`config.mk`:
```
export PLATFORM = sky130hd
export DESIGN_NAME = gb_frame_scanout_flat
export DESIGN_NICKNAME = d
export VERILOG_FILES = /design/src/rtl/gb_frame_scanout_if.sv /design/src/rtl/gb_frame_scanout.sv /design/src/flat_wrapper.sv
export SDC_FILE = /design/constraint.sdc
export NUM_CORES = 1
export LEC_CHECK = 0
export ABC_AREA = 1
export CAP_MARGIN = 20
export CORE_ASPECT_RATIO = 1.25
export CORE_MARGIN = 2
export CORE_UTILIZATION = 25
export DETAILED_ROUTE_END_ITERATION = 8
export GPL_TIMING_DRIVEN = 1
export PLACE_DENSITY = 0.47
export SYNTH_ARGS = -nofsm -noshare
export SYNTH_HDL_FRONTEND = slang
export SYNTH_SLANG_ARGS = --single-unit
```
`constraint.sdc`:
```
create_clock -name clk_pixel -period 4.4 [get_ports clk_pixel]
set_input_delay 0.88 -clock clk_pixel [delete_from_list [all_inputs] [get_ports clk_pixel]]
set_output_delay 0.88 -clock clk_pixel [all_outputs]
set_load 0.02 [all_outputs]
```
`src/rtl/gb_frame_scanout_if.sv`:
```
// Framebuffer port of the Game Boy scanout: RAM read bus plus the
// double-buffer bank handshake with the frame writer.
interface gb_frame_scanout_if;
  logic [14:0] fb_addr;
  logic [1:0]  fb_data;
  logic        fb_bank;
  logic        frame_done;
  logic        frame_ack;

  modport master (
    output fb_addr, fb_bank, frame_ack,
    input  fb_data, frame_done
  );

  modport slave (
    input  fb_addr, fb_bank, frame_ack,
    output fb_data, frame_done
  );
endinterface

```
`src/rtl/gb_frame_scanout.sv`:
```
// 160x144 2bpp framebuffer scanout, scaled 3x and centred in 640x480,
// with palette mapping and frame-start double-buffer bank swap.
//
// bank FSM:
//   state        | meaning
//   BANK_IDLE    | no completed bank waiting; next frame start re-displays
//   BANK_PENDING | writer finished a bank; swap at next cx==0 && cy==0
module gb_frame_scanout #(
  parameter int          X_START    = 80,
  parameter int          Y_START    = 24,
  parameter logic [23:0] BORDER_RGB = 24'h000000
) (
  input  logic                       clk_pixel,
  input  logic                       reset_n,
  input  logic [9:0]                 cx,
  input  logic [9:0]                 cy,
  input  logic                       palette_sel,
  output logic [23:0]                rgb,
  gb_frame_scanout_if.master         fb
);

  localparam logic [9:0]  X_LO    = 10'(X_START);
  localparam logic [9:0]  X_HI    = 10'(X_START + 480);
  localparam logic [9:0]  Y_LO    = 10'(Y_START);
  localparam logic [9:0]  Y_HI    = 10'(Y_START + 432);
  localparam logic [7:0]  COL_MAX = 8'd159;
  localparam logic [14:0] ROW_MAX = 15'd22880;

  typedef enum logic {BANK_IDLE, BANK_PENDING} bank_state_t;

  logic [7:0]  col_cnt;
  logic [1:0]  col_sub;
  logic [14:0] row_base;
  logic [1:0]  row_sub;
  logic        row_valid;
  logic        win_d1;
  logic        win_d2;

  logic        x_in;
  logic        y_in;
  logic        win_now;
  logic        col_first;
  logic [7:0]  col_eff;
  logic [1:0]  sub_eff;
  logic [14:0] pix_addr;
  logic [23:0] pal_rgb;

  bank_state_t state;
  bank_state_t state_nxt;
  logic        bank_nxt;
  logic        ack_nxt;
  logic        swap_pt;

  // row_valid keeps a mid-frame reset from producing partial-row addresses
  assign x_in      = (cx >= X_LO) && (cx < X_HI);
  assign y_in      = (cy >= Y_LO) && (cy < Y_HI);
  assign win_now   = x_in && y_in && row_valid;
  assign col_first = (cx == X_LO);
  assign col_eff   = col_first ? 8'd0 : col_cnt;
  assign sub_eff   = col_first ? 2'd0 : col_sub;
  assign pix_addr  = row_base + {7'd0, col_eff};
  assign swap_pt   = (cx == 10'd0) && (cy == 10'd0);

  always_ff @(posedge clk_pixel or negedge reset_n) begin
    if (!reset_n) begin
      col_cnt    <= '0;
      col_sub    <= '0;
      row_base   <= '0;
      row_sub    <= '0;
      row_valid  <= 1'b0;
      fb.fb_addr <= '0;
      win_d1     <= 1'b0;
      win_d2     <= 1'b0;
    end else begin
      if (x_in) begin
        if (sub_eff == 2'd2) begin
          col_sub <= 2'd0;
          col_cnt <= (col_eff == COL_MAX) ? COL_MAX : col_eff + 8'd1;
        end else begin
          col_sub <= sub_eff + 2'd1;
          col_cnt <= col_eff;
        end
      end
      if (cx == 10'd0) begin
        if (cy == Y_LO) begin
          row_base  <= '0;
          row_sub   <= '0;
          row_valid <= 1'b1;
        end else if (y_in && row_valid) begin
          if (row_sub == 2'd2) begin
            row_sub <= 2'd0;
            if (row_base != ROW_MAX) row_base <= row_base + 15'd160;
          end else begin
            row_sub <= row_sub + 2'd1;
          end
        end
      end
      if (win_now) fb.fb_addr <= pix_addr;
      win_d1 <= win_now;
      win_d2 <= win_d1;
    end
  end

  always_comb begin
    pal_rgb = 24'h000000;
    case ({palette_sel, fb.fb_data})
      3'b000: pal_rgb = 24'hFFFFFF;
      3'b001: pal_rgb = 24'hAAAAAA;
      3'b010: pal_rgb = 24'h555555;
      3'b011: pal_rgb = 24'h000000;
      3'b100: pal_rgb = 24'h9BBC0F;
      3'b101: pal_rgb = 24'h8BAC0F;
      3'b110: pal_rgb = 24'h306230;
      3'b111: pal_rgb = 24'h0F380F;
      default: pal_rgb = 24'h000000;
    endcase
  end

  always_ff @(posedge clk_pixel or negedge reset_n) begin
    if (!reset_n) rgb <= '0;
    else          rgb <= win_d2 ? pal_rgb : BORDER_RGB;
  end

  // a frame_done landing on the swap cycle is consumed by that swap
  always_comb begin
    state_nxt = state;
    bank_nxt  = fb.fb_bank;
    ack_nxt   = 1'b0;
    if (swap_pt && (state == BANK_PENDING || fb.frame_done)) begin
      state_nxt = BANK_IDLE;
      bank_nxt  = ~fb.fb_bank;
      ack_nxt   = 1'b1;
    end else if (fb.frame_done) begin
      state_nxt = BANK_PENDING;
    end
  end

  always_ff @(posedge clk_pixel or negedge reset_n) begin
    if (!reset_n) begin
      state        <= BANK_IDLE;
      fb.fb_bank   <= 1'b0;
      fb.frame_ack <= 1'b0;
    end else begin
      state        <= state_nxt;
      fb.fb_bank   <= bank_nxt;
      fb.frame_ack <= ack_nxt;
    end
  end

endmodule

```
`src/flat_wrapper.sv`:
```
// flat-port wrapper written by rule: the top's interface ports become plain ports
module gb_frame_scanout_flat 
#(
  parameter int          X_START    = 80,
  parameter int          Y_START    = 24,
  parameter logic [23:0] BORDER_RGB = 24'h000000
)
  (clk_pixel, reset_n, cx, cy, palette_sel, rgb, fb_fb_addr, fb_fb_bank, fb_frame_ack, fb_fb_data, fb_frame_done);
  gb_frame_scanout_if fb_i ();
  input  logic clk_pixel;
  input  logic reset_n;
  input  logic [9:0] cx;
  input  logic [9:0] cy;
  input  logic palette_sel;
  output logic [23:0] rgb;
  output wire logic [$bits(fb_i.fb_addr)-1:0] fb_fb_addr;
  output wire logic [$bits(fb_i.fb_bank)-1:0] fb_fb_bank;
  output wire logic [$bits(fb_i.frame_ack)-1:0] fb_frame_ack;
  input wire logic [$bits(fb_i.fb_data)-1:0] fb_fb_data;
  input wire logic [$bits(fb_i.frame_done)-1:0] fb_frame_done;
  assign fb_fb_addr = fb_i.fb_addr;
  assign fb_fb_bank = fb_i.fb_bank;
  assign fb_frame_ack = fb_i.frame_ack;
  assign fb_i.fb_data = fb_fb_data;
  assign fb_i.frame_done = fb_frame_done;
  gb_frame_scanout #(.X_START(X_START), .Y_START(Y_START), .BORDER_RGB(BORDER_RGB)) u_core (.clk_pixel(clk_pixel), .reset_n(reset_n), .cx(cx), .cy(cy), .palette_sel(palette_sel), .rgb(rgb), .fb(fb_i));
endmodule
```
==> After elaboration in Yosys (flattened, before gate mapping) <==
Memories as Yosys holds them, arrays and structs flattened.
Cells that the tools add are included.
{ "totals": {"ff_bits": 72, "inputBits": 26, "rom_bits": 192, "elab_cells": 62, "output_inout_bits": 41, "n_memories": 1} }
{ "op_classes": {"order_cmp": 4, "n_mux": 16, "n_reduce_logical": 17, "n_addsub": 5, "eq_ne": 6, "bitwise": 1} }
{ "memory_table": {"columns": ["name", "words", "width", "rd", "rd_clocked_by_memory_dff", "wr", "line_no", "rtl"], "rows": [
  ["(name not given)", 8, 24, 1, 0, 0, "gb_frame_scanout.sv:106", "case ({palette_sel, fb.fb_data})"]
]} }
{ "op_table": {"columns": ["op", "count"], "rows": [
  ["two-way mux 15 bit", 4],
  ["two-way mux 24 bit", 1],
  ["two-way mux 8 bit", 3],
  ["zero test 10 bit", 2],
  ["adder 15 x 8 -> 15 bit", 1],
  ["adder 15 x 8 -> 15 bit, second input constant", 1],
  ["!= test 15 bit, second input constant", 1],
  ["== test 10 x 5 -> 1 bit, second input constant", 1],
  ["== test 10 x 7 -> 1 bit, second input constant", 1],
  [">= comparator 10 x 5 -> 1 bit, second input constant", 1],
  [">= comparator 10 x 7 -> 1 bit, second input constant", 1],
  ["< comparator 10 bit, second input constant", 1],
  ["< comparator 10 x 9 -> 1 bit, second input constant", 1],
  ["two-way mux 2 bit", 5],
  ["adder 8 x 1 -> 8 bit, second input constant", 1],
  ["== test 8 bit, second input constant", 1],
  ["nonzero test 2 bit", 4],
  ["logical AND 1 bit", 7],
  ["adder 2 x 1 -> 2 bit, second input constant", 2],
  ["== test 2 bit, second input constant", 2],
  ["AND reduction 2 bit", 2],
  ["AND reduction 4 bit", 1],
  ["two-way mux 1 bit", 3],
  ["logical OR 1 bit", 1],
  ["NOT 1 bit", 1]
]} }

==> Longest topological paths before layout <==
Gate-level depths: netlist of run 1.
{ "depth": {"word_depth": 5, "ltp_mapped": 17, "mapped_depth_nobuf": 16} }

==> Least setup slack after synthesis of run 1 <==
OpenSTA, ideal clock, no wires.
{ "synth_timing": {"path_kind": "input to register", "startpoint": "input port cx[7]", "endpoint": "register u_core.fb.fb_addr[13]", "setup_time_ps": 128, "n_path_buf": 1, "setup_slack_ps": 1697, "path_stages": 15, "required_ps": 4272, "arrival_time_ps": 2575, "path_cell_list": "inv_2 nand2_2 nor2_4 nand3_4 buf_8 nand2_1 inv_1 ha_1 nand2_1 nor2_1 inv_1 o21ai_1 nand2_1 o21ai_1 a31oi_1"} }
{ "synth_via": {"elab_chain_cells": 4, "word_cells_on_any_way": 8, "classes_between": "add/sub: 1; order compare: 2; eq/ne: 1; mux: 1; reduce/logical: 3"} }
{ "synth_lines": {"columns": ["item", "line_no", "rtl"], "rows": [
  ["start: declaration", "flat_wrapper.sv:12", "input logic [9:0] cx;"],
  ["branches (longest 4 deep; another with adder 15 x 8 -> 15 bit)", null, null],
  ["end signal: assignment", "gb_frame_scanout.sv:98", "if (win_now) fb.fb_addr <= pix_addr;"],
  ["end: declaration", "gb_frame_scanout_if.sv:11", "output fb_addr, fb_bank, frame_ack,"]
]} }
Several ways; the timed one is not identified.
A chain may end at the register's enable or synchronous reset.

==> Final worst setup path of run 1 <==
{ "layout_timing": {"startpoint": "input port cx[6]", "endpoint": "register u_core.fb.fb_addr[13]"} }
Same word-level chain as after synthesis.

==> results of run 1 <==
==> kinds of logic after synthesis <==
logic type               synth area share (%)
AND/OR/NAND/NOR                         31.11
buffers and inverters                   10.29
flip-flops                              42.24
AO/OA/AOI/OAI                           9.140
XOR/XNOR                                4.032
adder cells (fa/ha/maj)                 3.072
other                                  0.1151
==> where the power goes <==
part	total [mW]	leakage [nW]	switching, mW	internal [mW]
sequential	0.668	0.643	0.0740	0.594
combinational	0.664	1.25	0.391	0.273
clock	0.417	0.0748	0.200	0.217
==> final timing paths <==
| path | from | endpoint | slack, ps | cells after the start |
|---|---|---|---|---|
| min reg2reg | u_core.win_d1 | u_core.win_d2 | 350 | 0 |
| min | u_core.win_d1 | u_core.win_d2 | 350 | 0 |
| max in group asynchronous | reset_n | u_core.fb.fb_addr[10] | 3210 | 2 |
| min in group asynchronous | reset_n | u_core.col_sub[0] | 730 | 2 |
| max | cx[6] | u_core.fb.fb_addr[13] | 1290 | 14 |
| max reg2reg | u_core.col_cnt[7] | u_core.fb.fb_addr[13] | 2500 | 10 |
==> cells in the mapped netlist (3+ instances only) <==
library cell               n
sky130_fd_sc_hd__a21oi_1   8
sky130_fd_sc_hd__a31oi_1   3
sky130_fd_sc_hd__buf_2     4
sky130_fd_sc_hd__buf_4    14
sky130_fd_sc_hd__dfrtp_1  55
sky130_fd_sc_hd__ha_1      8
sky130_fd_sc_hd__inv_1    36
sky130_fd_sc_hd__inv_2    13
sky130_fd_sc_hd__nand2_1  84
sky130_fd_sc_hd__nand2_2   8
sky130_fd_sc_hd__nand2_4   3
sky130_fd_sc_hd__nand3_1  33
sky130_fd_sc_hd__nand4_1   5
sky130_fd_sc_hd__nor2_1   43
sky130_fd_sc_hd__nor2_2    3
sky130_fd_sc_hd__nor2_4    3
sky130_fd_sc_hd__nor3_1    7
sky130_fd_sc_hd__nor3_2    4
sky130_fd_sc_hd__o21ai_0   6
sky130_fd_sc_hd__o21ai_1  12
sky130_fd_sc_hd__o21ai_2  10
sky130_fd_sc_hd__xor2_1   13
==> critical path: cells and delay by family <==
| family | cells | cell delay [ps] |
|---|---|---|
| simple gates | 7 | 960 |
| buf+inv | 3 | 660 |
| compound gates | 3 | 430 |
| fa+ha+maj | 1 | 330 |
==> layout make-up <==
cell class	count	share of cell area, %
Clock buffer	5	3.023
Clock inverter	3	0.6348
Timing Repair Buffer	68	16.20
Tap cell	168	5.079
Multi-Input combinational cell	275	37.36
Inverter	49	4.444
Sequential cell	55	33.25
==> through the flow <==
step                worst slack, ps  utilization, %  instances
floorplan                      1697               -        399
global placement               1107           31.35        615
detailed placement            977.5           31.35        615
CTS                            1294           32.54        623
global route                   1069           32.54        623
finish                         1294           32.54        623
==> registers in the layout (all words and copies together) (netlist names) <==
| signal | count |
|---|---|
| u_core.fb.fb_addr | 15 |
| u_core.win_d1 | 1 |
| u_core.state | 1 |
| u_core.fb.fb_bank | 1 |
| u_core.row_sub | 2 |
| u_core.win_d2 | 1 |
| u_core.row_base | 10 |
| u_core.col_cnt | 8 |
| u_core.row_valid | 1 |
| u_core.col_sub | 2 |
| u_core.rgb | 12 |
| u_core.fb.frame_ack | 1 |
==> per-layer routing <==
metal  routed length, µm  up-vias
li1                    -     1384
met1                3308     1281
met2                3732       67
met3                 290        8
met4                 138        0
met5                   0        -
==> summary by stage, run 1 <==
Outcome
The flow ran to the end, and the final reports show no timing, DRC or antenna violations.

GRT
The global routing stage identified its most utilized layer as met2. The aggregate global routing overflow is 0. The overall global routing resource usage is a little under an eighth. The largest net degree at the start of global routing is 56. The initial antenna violation count is 0.

The wire length of the first global-routing pass is 13170 µm. The global routing usage on met2 is 20.30%. The met1 capacity usage during global routing is 13.67%.

The via count of the first global-routing pass is between 2000 and 3000. The met3 layer usage reported by global route is between 2 and 2.5%.

Clock network
In this run, CTS created clock tree buffers numbering 5. The TritonCTS clock tree is yes. The later pin in the worst-skew pair is clocked with a latency of ~300 ps. The number of gates resized after CTS was 0.

The clock transition time at the flip-flop clock pins of the worst setup and hold paths is around 80 ps. The clock passes through at most 2 buffers. Once the clock tree was built, the setup fixing pass inserted 0 buffers. CTS built an H-tree with a depth of 2.

In this run, post-CTS hold repair placed 0 buffers. The tree is rooted in a sky130_fd_sc_hd__clkbuf_16. Clock tree synthesis found a total of 55 sinks.

Synth
The number of distinct library cell variants in the gate-level netlist after synthesis is 40. The average cell area after synthesis is around 8.2 µm². Summed over its instances, the top area cell type makes up 42.24% of the synthesized netlist area. The most area-hungry cell type in the Yosys netlist is sky130_fd_sc_hd__dfrtp_1.

The cell area that synthesis handed to floorplanning was between 3000 and 4000 µm². The sequential share of the synthesized area is between 40% and 50%. The count of flip-flops with a built-in enable after synthesis is 0. The prevailing post-synth register cell is sky130_fd_sc_hd__dfrtp_1.

The gate count after technology mapping is around 400. The share of flip-flops with an asynchronous set or reset after synthesis is 100.0%. In the post-synthesis netlist, the biggest area contributors are sky130_fd_sc_hd__dfrtp_1 (42%), sky130_fd_sc_hd__nand2_1 (9.7%), sky130_fd_sc_hd__nand3_1 (5.1%), sky130_fd_sc_hd__nor2_1 (5.0%), sky130_fd_sc_hd__inv_1 (4.1%). The number of warnings issued by yosys is 0. The total of flip-flops plus latches after synthesis is 55. The number of nets in the synthesized netlist is 433.

Timing
The setup-violating endpoint count in the final report is 0. Subtracting the final worst setup slack from the clock period gives a little over 3000 ps. The post-route clock period utilization is a little over two thirds. The slew at the pin with the worst max-slew slack is around 720 ps.

The final worst hold slack is about 350 ps. In the final timing run, aggregate negative setup slack is 0 ps. The peak clock frequency supported by timing is about 320 MHz. The number of pins with negative max-slew slack in the final report is 0. The hold violation count in the final report came to 0. Setup repair after global routing left no endpoint under its margin. Headroom to the max-slew limit came out at 51.90%.

The clock skew after layout is roughly 4.2 ps.

Die
The row count is 46. For this configuration, the core starts out at a cell density of between 20% and 30%. In this run the vertical extent of the chip is about 130 µm. The full die area is 13970 µm². In this run the standard cell core region covers around 13000 µm². The I/O pin count is between 60 and 70. In this run the horizontal extent of the chip is 106.1 µm.

Detailed routing
The total number of vias is ~2700. The via density per instance is around 4.4. After the first detailed-routing iteration, the DRC count stood at about 130. In this run the remaining antenna-violating nets after routing total 0. The final wirelength is between 7000 and 8000 µm. For this run, design rule violations remaining after detail routing come to 0. The first-pass iteration count of the detailed router is 6.

The routed length per placed instance is around 12 µm.

Setup path
Walking the worst path, the cells encountered are clkdlybuf4s50_1, nand2_2, nor2_4, nand3_4, nand2_1, inv_1, ha_1, nand2_1, nor2_1, inv_1, o21ai_1, nand2_1, o21ai_1, a31oi_1. The classification of the worst setup path is input pin to flop. In this run the worst path has a maximum fanout of 15. STA classifies the critical path startpoint as an input pin. STA classifies the critical path endpoint as a flop. The longest individual stage delay on the worst path is between 500 and 600 ps. STA puts the critical path data arrival time at 3280 ps.

At the worst endpoint, the required time is ~4600 ps. The slowest stage of the critical path is the sky130_fd_sc_hd__clkdlybuf4s50_1 cell. The most frequent cell on the critical path is sky130_fd_sc_hd__nand2_1.

Power
The total power density per cell area is ~420 nW/µm². VDD sags by at most 0.1708 mV. The final total power is about 1.7 mW. Summed over all cells, the static leakage comes to slightly below 2 nW.

Cells and area
The diode insertion count for antenna repair is 0. The area of combinational cells with multiple inputs is 1546 µm². With fillers left out, the area of the finished cells amounts to around 4100 µm². The synthesis-to-layout area growth is 27.04%.

The library cell used most frequently in the layout, excluding fill and tap cells, is sky130_fd_sc_hd__nand2_1. After filler insertion, the fill cell instance count of the layout stands at between 1000 and 1500. The proportion of layout cells with a drive suffix above 1 is between 10% and 20%. In the layout the commonest cells are sky130_fd_sc_hd__nand2_1 (84), sky130_fd_sc_hd__clkdlybuf4s50_1 (65), sky130_fd_sc_hd__dfrtp_1 (55). The number of nets in the layout is 488. The total area of sequential cells is approximately 1400 µm².

Job
The number of violations of the max-capacitance limit is 0.

Min path
In this run the worst hold path is classified as flop to flop.

Placed design
Summing all placed instances gives a cell area of between 3000 and 4000 µm². The detailed placer's ending HPWL is between 5000 and 6000 µm. In this run the tool buffered the top-level ports with 66 buffer cells. Routability-driven placement finished with a final weighted congestion of between 0.8 and 0.9.
Note: power is estimated with default switching activity, not from simulation.
==> run 2: changes to the inputs <==
--- a/config.mk
+++ b/config.mk
@@ -12,7 +12,7 @@
 export CORE_UTILIZATION = 25
 export DETAILED_ROUTE_END_ITERATION = 8
 export GPL_TIMING_DRIVEN = 1
-export PLACE_DENSITY = 0.47
+export PLACE_DENSITY = 0.48
 export SYNTH_ARGS = -nofsm -noshare
 export SYNTH_HDL_FRONTEND = slang
 export SYNTH_SLANG_ARGS = --single-unit
==> constraint.sdc (replaced) <==
create_clock -name clk_pixel -period 2.8 [get_ports clk_pixel]
set_input_delay 0.56 -clock clk_pixel [delete_from_list [all_inputs] [get_ports clk_pixel]]
set_output_delay 0.56 -clock clk_pixel [all_outputs]
set_load 0.02 [all_outputs]
==> summary by stage, run 2 (synthesized netlist as in run 1, its figures left out) <==
Outcome
Outcome: finished clean (unchanged).

Timing
The post-layout worst setup margin is 311.7 ps (was 1294 ps). The remaining max-slew budget at the tightest pin was 54.77% (was 51.90%). The hold violation count in the final report is 0 (unchanged). The slew at the pin with the worst max-slew slack is 678.5 ps (was 721.6 ps).

The final-layout setup total negative slack is 0 ps (unchanged). Timing would allow up to 401.9 MHz. For the finished layout, the period the worst path requires is between 2000 and 2500 ps. The setup-violating endpoint count in the final report is 0 (unchanged). The post-route clock period utilization is between 80% and 90%. The clock skew after layout is 7.390 ps (was 4.160 ps).

The number of pins with negative max-slew slack in the final report came to 0 (unchanged). Unrepaired setup endpoints after global routing: false (unchanged).

Placed design
The placed standard-cell area came to 4045 µm² (was 3988 µm²). The detailed placer's ending HPWL is 5854 µm (was 5695 µm). The minimum setup slack after placement is 1.348 ps (was 977.5 ps). The routability-driven placement congestion ratio was 0.7901 (was 0.8118). The number of port buffers came to 66 (unchanged). The total placed cells including tap cells is 621 (was 615).

Clock network
The total clock sinks was 55 (unchanged). The worst-case clock buffer depth is 2 (unchanged). The number of levels the H-tree was split into is 2 (unchanged).

The clock transition time at the flip-flop clock pins of the worst setup and hold paths is 80 ps (about the same). The hold buffer count at CTS is 0 (unchanged). The clock latency at the later pin of the worst-skew pair is 300 ps (about the same).

The number of buffers created by CTS came to 5 (unchanged). The TritonCTS clock tree is yes (unchanged). The clock tree root buffer cell is sky130_fd_sc_hd__clkbuf_16 (unchanged). The number of buffers inserted by post-CTS setup repair is 0 (unchanged). The number of gates resized after cts came to 0 (unchanged).

Die
The I/O pin count is 67 (unchanged). The vertical die dimension came to 131.6 µm (unchanged). The starting density of the core is 25.61% (unchanged). The row count is 46 (unchanged).

The placeable core region was 12720 µm² (unchanged). The full die area is 13970 µm² (unchanged). The die boundary width is 106.1 µm (unchanged).

Setup path
The critical path startpoint is cx[4] (was cx[6]). The kind of end point of the critical path was a flop (unchanged). The depth of the most critical reg-to-reg path is 10 (unchanged). The type of origin of the critical path was an input pin (unchanged). The required time of the worst setup path came to 2980 ps (was 4580 ps). The maximum net fanout on the critical path is 4 (was 15). The worst path arrival time is 2670 ps (was 3280 ps). The worst reg2reg path startpoint is u_core.col_cnt[7] (unchanged). The classification of the worst setup path was input pin to flop (unchanged).

Job
The number of violations of the max-capacitance limit is 0 (unchanged).

GRT
The wire length of the first global-routing pass was 12790 µm (was 13170 µm). The via count of the first global-routing pass was 2714 (was 2746). The initial antenna violation count came to 0 (unchanged). The overall global routing resource usage is 11.24% (was 11.47%).

The largest net degree at the start of global routing is 29 (was 56). The aggregate global routing overflow is 0 (unchanged).

Power
The total power density per cell area is 654.7 nW/µm² (was 422.6 nW/µm²). The final total power is 2.748 mW (was 1.749 mW). The peak ir drop on the vdd network is 0.2515 mV (was 0.1708 mV).

The leakage power summed over all cells is 2.005 nW (was 1.972 nW).

Detailed routing
The first-pass iteration count of the detailed router came to 4 (was 6). The wire length on met2 is 3657 µm (was 3732 µm). The uppermost layer routed is met4 (unchanged). The number of nets with antenna violations after detailed routing is 0 (unchanged). The number of violations reported at the end of detailed-routing iteration 0 is 94 (was 125). The total number of vias was 2728 (was 2740). The met1 layer wirelength in the final routing is 3366 µm (was 3308 µm). The count of unresolved DRC violations after routing came to 0 (unchanged). The via density per instance is 4.337 (was 4.398). The sum of met3 wire segment lengths after detailed routing is 230 µm (was 290 µm).

The routed length per placed instance came to 11.72 µm (was 11.99 µm). The final wirelength is 7375 µm (was 7469 µm).

Cells and area
The commonest non-fill, non-tap cell in the layout was sky130_fd_sc_hd__nand2_1 (unchanged). The diode insertion count for antenna repair is 0 (unchanged). The register ranked first by flip-flop count is u_core.fb.fb_addr (unchanged).

The proportion of layout cells with a drive suffix above 1 is 15.40% (was 14.29%). Most frequent cells in the layout: sky130_fd_sc_hd__nand2_1 (84), sky130_fd_sc_hd__clkdlybuf4s50_1 (65), sky130_fd_sc_hd__dfrtp_1 (55) (unchanged). The post-layout instance count excluding filler cells is 629 (was 623). Largest registers ranked by flip-flop count: u_core.fb.fb_addr: 15 flops, u_core.rgb: 12 flops, u_core.row_base: 10 flops (unchanged). The number of nets in the layout is 494 (was 488). The synthesis-to-layout area growth came to 28.80% (was 27.04%). The flip-flop count of the largest register after layout is 15 (unchanged). The filler cell count was 1291 (was 1320).

The post-layout instance area is 4197 µm² (was 4139 µm²).

Min path
The worst hold-check path type is input pin to async pin (was flop to flop).
run 2: path summary, 6_finish.rpt:
kind / slack, ps / to
max in group asynchronous: 1920 / u_core.rgb[7]
max: 310 / u_core.fb.fb_addr[13]
max reg2reg: 960 / u_core.fb.fb_addr[13]
min: 300 / u_core.col_sub[0]
min reg2reg: 350 / u_core.win_d2
min in group clk_pixel: 350 / u_core.win_d2
run 2: metal layers:
layer | global-route usage [%] | vias up
met4 | 3.947 | 0
met1 | 13.86 | 1271
li1 | - | 1392
met3 | 1.687 | 7
met2 | 19.69 | 58
met5 | 0 | -
run 2: power breakdown:
group	internal [mW]	switching [mW]
Combinational	0.448	0.604
Clock	0.340	0.306
Sequential	0.933	0.117
run 2: stage by stage:
stage	util, %	hold slack, ps
after floorplan	-	264.4
after global placement	31.80	334.7
after detailed placement	31.80	334.7
after CTS	32.99	322.5
after global routing	32.99	352.4
final	32.99	295.7
run 2: worst max-delay path, stage by stage:
cell	delay, ps
sky130_fd_sc_hd__clkdlybuf4s50_1	510
sky130_fd_sc_hd__inv_1	60
sky130_fd_sc_hd__nor2_2	120
sky130_fd_sc_hd__nand3_4	100
sky130_fd_sc_hd__nand2_1	80
sky130_fd_sc_hd__inv_1	80
sky130_fd_sc_hd__ha_1	340
sky130_fd_sc_hd__nand2_1	80
sky130_fd_sc_hd__nor2_1	130
sky130_fd_sc_hd__inv_1	70
sky130_fd_sc_hd__o21ai_1	220
sky130_fd_sc_hd__nand2_1	100
sky130_fd_sc_hd__o21ai_1	140
sky130_fd_sc_hd__a31oi_1	90
run 2: cell type report:
cell class / instances / area [µm²] / share of cell area, %
Multi-Input combinational cell: 275 / 1546 / 36.85
Sequential cell: 55 / 1376 / 32.80
Timing Repair Buffer: 74 / 728.2 / 17.35
Tap cell: 168 / 210.2 / 5.009
Inverter: 49 / 183.9 / 4.383
Clock buffer: 5 / 125.1 / 2.982
Clock inverter: 3 / 26.28 / 0.6261
